[src/rtl/prog_down_counter_if.sv]
// Load/decrement control and status bundle for prog_down_counter.
interface prog_down_counter_if #(
  parameter int N      = 4,
  parameter int STEP_W = 4
);
  logic              load_valid;
  logic              load_ready;
  logic [N-1:0]      load_value;
  logic              en;
  logic [STEP_W-1:0] step;
  logic              mode;
  logic              auto_reload;
  logic              clr_flag;
  logic [N-1:0]      count;
  logic              zero;
  logic              tc_pulse;
  logic              underflow;
  logic              busy;

  modport master (
    output load_valid, load_value, en, step, mode, auto_reload, clr_flag,
    input  load_ready, count, zero, tc_pulse, underflow, busy
  );

  modport slave (
    input  load_valid, load_value, en, step, mode, auto_reload, clr_flag,
    output load_ready, count, zero, tc_pulse, underflow, busy
  );
endinterface

[src/rtl/prog_down_counter.sv]
// Programmable-step down-counter with saturate / wrap / auto-reload terminal
// handling, a registered terminal-count pulse and a sticky underflow flag.
module prog_down_counter #(
  parameter int N      = 4,
  parameter int STEP_W = 4
) (
  input  logic                clk,
  input  logic                rst_n,
  prog_down_counter_if.slave  io
);

  generate
    if (STEP_W > N) begin : g_bad_step_w
      $error("prog_down_counter: STEP_W must not exceed N");
    end
  endgenerate

  typedef enum logic [1:0] {IDLE, RUN, DONE} state_e;

  state_e       state_q, state_d;
  logic [N-1:0] count_q, count_d;
  logic [N-1:0] reload_q, reload_d;
  logic         tc_q, tc_d;
  logic         uf_q, uf_d;

  logic [N:0]   diff;
  logic         borrow;
  logic         term;
  logic         load_fire;
  logic         dec_fire;

  // Extra top bit of the difference captures the borrow out of N bits.
  assign diff      = {1'b0, count_q} - {{(N + 1 - STEP_W){1'b0}}, io.step};
  assign borrow    = diff[N];
  assign term      = (diff[N-1:0] == '0) || borrow;
  assign load_fire = io.load_valid && (state_q != RUN);
  assign dec_fire  = (state_q == RUN) && io.en && (io.step != '0);

  always_comb begin
    state_d  = state_q;
    count_d  = count_q;
    reload_d = reload_q;
    tc_d     = 1'b0;
    uf_d     = uf_q && !io.clr_flag;
    if (load_fire) begin
      count_d  = io.load_value;
      reload_d = io.load_value;
      state_d  = RUN;
    end else if (dec_fire) begin
      if (!term) begin
        count_d = diff[N-1:0];
      end else begin
        tc_d = 1'b1;
        // Set beats a same-cycle clear.
        if (borrow) uf_d = 1'b1;
        if (io.auto_reload) begin
          count_d = reload_q;
        end else if (io.mode) begin
          count_d = '0;
          state_d = DONE;
        end else begin
          count_d = diff[N-1:0];
        end
      end
    end
  end

  always_ff @(posedge clk or negedge rst_n) begin
    if (!rst_n) begin
      state_q  <= IDLE;
      count_q  <= '0;
      reload_q <= '0;
      tc_q     <= 1'b0;
      uf_q     <= 1'b0;
    end else begin
      state_q  <= state_d;
      count_q  <= count_d;
      reload_q <= reload_d;
      tc_q     <= tc_d;
      uf_q     <= uf_d;
    end
  end

  assign io.count      = count_q;
  assign io.zero       = (count_q == '0);
  assign io.tc_pulse   = tc_q;
  assign io.underflow  = uf_q;
  assign io.load_ready = (state_q != RUN);
  assign io.busy       = (state_q == RUN);

endmodule

[src/flat_wrapper.sv]
// flat-port wrapper written by rule: the top's interface ports become plain ports
module prog_down_counter_flat 
#(
  parameter int N      = 4,
  parameter int STEP_W = 4
)
  (clk, rst_n, io_load_valid, io_load_value, io_en, io_step, io_mode, io_auto_reload, io_clr_flag, io_load_ready, io_count, io_zero, io_tc_pulse, io_underflow, io_busy);
  prog_down_counter_if #(.N(N), .STEP_W(STEP_W)) io_i ();
  input  logic clk;
  input  logic rst_n;
  input wire logic [$bits(io_i.load_valid)-1:0] io_load_valid;
  input wire logic [$bits(io_i.load_value)-1:0] io_load_value;
  input wire logic [$bits(io_i.en)-1:0] io_en;
  input wire logic [$bits(io_i.step)-1:0] io_step;
  input wire logic [$bits(io_i.mode)-1:0] io_mode;
  input wire logic [$bits(io_i.auto_reload)-1:0] io_auto_reload;
  input wire logic [$bits(io_i.clr_flag)-1:0] io_clr_flag;
  output wire logic [$bits(io_i.load_ready)-1:0] io_load_ready;
  output wire logic [$bits(io_i.count)-1:0] io_count;
  output wire logic [$bits(io_i.zero)-1:0] io_zero;
  output wire logic [$bits(io_i.tc_pulse)-1:0] io_tc_pulse;
  output wire logic [$bits(io_i.underflow)-1:0] io_underflow;
  output wire logic [$bits(io_i.busy)-1:0] io_busy;
  assign io_i.load_valid = io_load_valid;
  assign io_i.load_value = io_load_value;
  assign io_i.en = io_en;
  assign io_i.step = io_step;
  assign io_i.mode = io_mode;
  assign io_i.auto_reload = io_auto_reload;
  assign io_i.clr_flag = io_clr_flag;
  assign io_load_ready = io_i.load_ready;
  assign io_count = io_i.count;
  assign io_zero = io_i.zero;
  assign io_tc_pulse = io_i.tc_pulse;
  assign io_underflow = io_i.underflow;
  assign io_busy = io_i.busy;
  prog_down_counter #(.N(N), .STEP_W(STEP_W)) u_core (.clk(clk), .rst_n(rst_n), .io(io_i));
endmodule
[config.mk]
export PLATFORM = sky130hd
export DESIGN_NAME = prog_down_counter_flat
export DESIGN_NICKNAME = d
export VERILOG_FILES = /design/src/rtl/prog_down_counter_if.sv /design/src/rtl/prog_down_counter.sv /design/src/flat_wrapper.sv
export SDC_FILE = /design/constraint.sdc
export NUM_CORES = 1
export LEC_CHECK = 0
export ABC_CLOCK_PERIOD_IN_PS = 4200
export CORE_MARGIN = 2
export CORE_UTILIZATION = 31
export DETAILED_ROUTE_END_ITERATION = 7
export GPL_TIMING_DRIVEN = 0
export MAX_ROUTING_LAYER = met4
export PLACE_DENSITY = 0.68
export SLEW_MARGIN = 20
export SYNTH_ARGS = -nofsm -noshare
export SYNTH_HDL_FRONTEND = slang
export SYNTH_SLANG_ARGS = --single-unit
[constraint.sdc]
create_clock -name clk -period 4.2 [get_ports clk]
set_input_delay 0.63 -clock clk [delete_from_list [all_inputs] [get_ports clk]]
set_output_delay 0.63 -clock clk [all_outputs]
set_load 0.02 [all_outputs]
Yosys cells after proc, flatten, opt, wreduce, memory -nomap -nowiden

Index checks and enable logic that the tools add are counted.

Flip-flop bits (word level): 12
Output and inout bits: 9
Word-level logic and storage cells: 39
Input bits: 15

Mux-type cells: 17
Add/subtract/negate cells: 1
Equality and inequality tests: 3
Reduce and logical (&&, ||, !) cells: 13

Operator list:

| operator                                       | count |
|---|---|
| two-way mux 4 bit                              | 5 |
| two-way mux 2 bit                              | 5 |
| logical NOT 4 bit                              | 2 |
| two-way mux 1 bit                              | 7 |
| nonzero test 2 bit                             | 3 |
| subtractor 4 x 4 -> 5 bit                      | 1 |
| logical AND 1 bit                              | 4 |
| != test 2 x 1 -> 1 bit (second input constant) | 2 |
| AND reduction 4 bit                            | 1 |
| nonzero test 4 bit                             | 1 |
| == test 2 x 1 -> 1 bit (second input constant) | 1 |
| logical NOT 1 bit                              | 1 |
| logical OR 1 bit                               | 1 |

Longest topological paths before layout

Gate-level depths: netlist (run 1).

Depth in word-level cells: 6
Mapped depth: 8
Mapped depth without buffers: 8

Worst setup path before layout (run 1)

OpenSTA, ideal clock, no wires.

Path type: input -> register
Start point: in io_step[0]
End point: reg u_core.count_q[0], in the netlist u_core.io.count[0]
Cell stages on the path: 7
Arrival time: 2.183 ns
Path slack: 1.891 ns
Setup time: 0.126 ns
Required time: 4.074 ns
Path buffers: 0
Cells stage by stage: ha_1 -> fa_1 -> xnor2_2 -> nor3b_1 -> mux2i_1 -> a21oi_2 -> a311o_1

Word-level cells in the longest chain between the ends: 6
Elaborated cells between the ends (all ways): 11
Those cells by class: add/sub: 1; mux: 5; reduce/logical: 5

RTL lines:

| what                                                   | line                                             | source |
|---|---|---|
| start, declared                                        | flat_wrapper.sv:14                               | `input wire logic [$bits(io_i.step)-1:0] io_step;` |
| subtractor 4 x 4 -> 5 bit                              | prog_down_counter.sv:33                          | `assign diff = {1'b0, count_q} - {{(N + 1 - STEP_W){1'b0}}, io.step};` |
| two-way mux 4 bit or logical NOT 4 bit (tied branches) | prog_down_counter.sv:58, prog_down_counter.sv:35 |  |
| two-way mux 4 bit or logical OR 1 bit (tied branches)  | prog_down_counter.sv:56, prog_down_counter.sv:35 |  |
| two-way mux 4 bit                                      | prog_down_counter.sv:50                          | `if (!term) begin` |
| two-way mux 4 bit                                      | prog_down_counter.sv:49                          | `end else if (dec_fire) begin` |
| two-way mux 4 bit                                      | prog_down_counter.sv:45                          | `if (load_fire) begin` |
| end signal, assigned                                   | prog_down_counter.sv:77                          | `count_q <= count_d;` |
| end, declared                                          | prog_down_counter.sv:21                          | `logic [N-1:0] count_q, count_d;` |

Several ways; a longest one is shown, not always the timed one. The select of a mux whose other input is x is not followed.
A chain may end at the register's enable or synchronous reset.

Worst setup path in the final report (run 1)

Start point: in io_step[0]
End point: reg u_core.count_q[1], in the netlist u_core.io.count[1]

The elaborated chain is that of the path after synthesis.

==> impl_metrics.py, run 1 <==
metrics = {
    "setup_path": {
        "cp_data_required_time_ns": 4.36,
        "cp-end-kind": "register",
        "cp_max_fo": 6,
        "worstPathArrival_ns": 2.86,
        "crit_type": "input pin to register",
        "rr_worst_depth": 8,
        "critPathLaunchType": "input pin",
    },
    "yosys": {
        "synth_area_um2": 783.3,
        "synthDistinctLibCells": 31,
        "synth.largest_area_cell": "dfrtp_1",
        "async_flop_share_pct": 100.0,
        "syn_nets": 108,
        "syn_inst": 88,
        "synth_warnings": 0,
        "synth-edff-count": 0,
        "ys_ff_latch": 12,
        "synthTopCellsByArea": "dfrtp_1, nand2_1, ha_1",
        "ys_seq_area_share_pct": 38.34,
        "synthFlopType": "dfrtp_1",
        "synth.top_cells.by_count": "nand2_1, dfrtp_1, nor2_1, inv_1",
        "synth.avg_cell_area_um2": 8.901,
        "synth_top_area_share_pct": 38.34,
        "synth_most_common_cell": "nand2_1",
    },
    "timing": {
        "max_slew_margin_pct": 63.32,
        "whs_ns": 0.4808,
        "period_share_pct": 64.26,
        "skew_ns": 0.004688,
        "fmax_ghz": 0.3705,
        "setup_viol": 0,
        "hold_violations": 0,
        "finalCriticalPeriod_ns": 2.699,
        "finalSetupTns_ns": 0,
        "rsz0062_at_grt": "no",
        "worst_slew_pin_slew_ns": 0.5485,
        "drv_slew": 0,
    },
    "grt": {
        "met1_usage_pct": 19.32,
        "grt_max_degree": 13,
        "grt_use_met3_pct": 0.8197,
        "first_global_vias": 734,
        "grt-ovfl-total": 0,
        "busiest_layer": "met2",
        "grtUsageMet2_pct": 24.90,
        "antenna_found_initial": 0,
        "grt_first_pass_wirelength_um": 3125,
        "track_usage_pct": 15.28,
    },
    "power_and_ir_drop": {
        "p_leak_nw": 0.4826,
        "power_density_nw_per_um2": 713.8,
        "ir_drop_mv": 0.4045,
    },
    "floorplanning": {
        "die_y_um": 54.27,
        "die_w_um": 54.27,
        "core_um2": 2432,
        "start_util_pct": 32.20,
        "die_area_um2": 2945,
        "row_count": 18,
        "num_io_pins": 24,
    },
    "hold_path": {
        "min_path_type": "register to register",
        "hold_depth": 2,
    },
    "clock_tree": {
        "cts_htree_levels": 1,
        "cts_sinks": 12,
        "clk_latency_ns": 0.27,
        "cts.reportedPaths.clkPinSlew_ns": 0.08,
        "cts_setup_buffers": 0,
        "cts.repair.resized": 0,
        "clockBufferDepth": 2,
        "cts_tree": "yes",
        "postCtsHoldBufs": 0,
        "clock-root-buffer": "clkbuf_4",
        "cts_made_buffers": 3,
    },
    "place": {
        "placed_cell_area_um2": 1051,
        "io_buffers": 23,
        "post-dp-hpwl_um": 1496,
        "place.gp.congestion": 0.7937,
    },
    "finish": {
        "stdcell_area_um2": 1087,
        "drive_above_1_share_pct": 13.04,
        "diodes": 0,
        "synthToLayoutAreaGrowth_pct": 38.82,
        "design.final.nets": 136,
        "fillers": 247,
    },
    "drt": {
        "wire_per_inst_um": 13.28,
        "wirelength_um": 1926,
        "drc": 0,
        "vias": 753,
        "ant_nets": 0,
        "first_pass_iters": 4,
        "via_per_inst": 5.193,
        "drt_iter0_markers": 26,
    },
    "outcome": {
        "outcome": "finished, final reports clean",
    },
    "job": {
        "max-cap-violations": 0,
    },
}
path summary, 6_finish.rpt:
check / start / endpoint / slack [ns]
max: io_step[0] / u_core.io.count[1]$_DFFE_PN0N_ / 1.50
min: u_core.reload_q[3]$_DFFE_PN0P_ / u_core.reload_q[3]$_DFFE_PN0P_ / 0.48
max reg2reg: u_core.io.count[0]$_DFFE_PN0N_ / u_core.io.count[1]$_DFFE_PN0N_ / 1.84
min reg2reg: u_core.reload_q[3]$_DFFE_PN0P_ / u_core.reload_q[3]$_DFFE_PN0P_ / 0.48
max in group asynchronous: rst_n / u_core.io.tc_pulse$_DFF_PN0_ / 3.13
min in group asynchronous: rst_n / u_core.state_q[1]$_DFFE_PN0P_ / 0.71
sequential cells by signal (all words and copies together), names as in the netlist:
name	cells
u_core.io.count	4
u_core.reload_q	4
u_core.state_q	2
u_core.io.tc_pulse	1
u_core.io.underflow	1
kinds of logic (layout without fill, tap and decap cells):
group                      after synthesis  count (layout)  share of synthesized area, %
xor gates and xnor gates                 1               1                         2.077
buffers and inverters                    8              35                         4.793
adders and majority gates                5               5                         8.946
DFF                                     12              12                         38.34
AOI/OAI and AO/OA                       21              21                         19.97
and+or+nand+nor                         40              40                         24.60
muxes                                    1               1                         1.278
power breakdown:
| part | switching [mW] | internal (mW) | leakage (nW) |
|---|---|---|---|
| Sequential | 0.0392 | 0.167 | 0.147 |
| Combinational | 0.253 | 0.223 | 0.315 |
| Clock | 0.0405 | 0.0527 | 0.0210 |
| Total | 0.333 | 0.443 | 0.483 |
cell usage in the layout, fill, tap and decap left out, types with 2 or more instances in the layout:
cell / n
nand2b_1: 2
a21oi_1: 4
a21oi_2: 2
a311o_1: 2
nand3_1: 2
a22o_2: 2
clkbuf_4: 3
and2_1: 2
inv_1: 7
nor2_1: 10
o22ai_1: 2
nand2_1: 17
ha_1: 4
clkdlybuf4s50_1: 23
o21ai_0: 3
dfrtp_1: 12
cell type report:
type                            count  area [um^2]  area share (%)
Inverter                            7        26.28           2.417
Multi-Input combinational cell     68        445.4           40.97
Buffer                              1        11.26           1.036
Timing Repair Buffer               23        230.2           21.17
Clock buffer                        4        36.28           3.337
Tap cell                           30        37.54           3.452
Sequential cell                    12        300.3           27.62
stage by stage:
stage	total power, mW	setup WS, ns	std cells	util (%)
after floorplan	0.5185	1.891	88	-
after global placement	0.6707	1.261	141	43.21
after detailed placement	0.6811	1.232	141	43.21
after CTS	0.7781	1.520	145	44.70
after global routing	0.8381	1.390	145	44.70
final	0.7761	1.501	145	44.70
worst max-delay path, stage by stage:
cell	delay, ns
clkdlybuf4s50_1	0.44
ha_1	0.22
fa_1	0.42
xnor2_2	0.29
nor3b_1	0.10
mux2i_1	0.23
a21oi_2	0.14
a311o_1	0.38
routing by layer:
layer  up-vias  share of wire [%]
li1        362                  -
met1       360                 49
met2        27                 43
met3         4                5.9
met4         0                1.8
met5         -                  0
(Power assumes the default switching activity.)
==> run 2, diff against run 1 <==
--- a/config.mk
+++ b/config.mk
@@ -5,7 +5,7 @@
 export SDC_FILE = /design/constraint.sdc
 export NUM_CORES = 1
 export LEC_CHECK = 0
-export ABC_CLOCK_PERIOD_IN_PS = 4200
+export ABC_CLOCK_PERIOD_IN_PS = 2800
 export CORE_MARGIN = 2
 export CORE_UTILIZATION = 31
 export DETAILED_ROUTE_END_ITERATION = 7
==> constraint.sdc (replaced) <==
create_clock -name clk -period 2.8 [get_ports clk]
set_input_delay 0.42 -clock clk [delete_from_list [all_inputs] [get_ports clk]]
set_output_delay 0.42 -clock clk [all_outputs]
set_load 0.02 [all_outputs]
==> results of run 2 <==
Same layout as run 1 (identical final DEF). Status: finished, final reports clean.
Among the figures that moved: setup slack after placement 1.232 ns -> 0.04222 ns; setup slack after layout 1.501 ns -> 0.3110 ns; register-to-register setup slack 1.84 ns -> 0.44 ns; total power 0.7761 mW -> 1.164 mW; worst IR drop on VDD 0.4045 mV -> 0.6067 mV
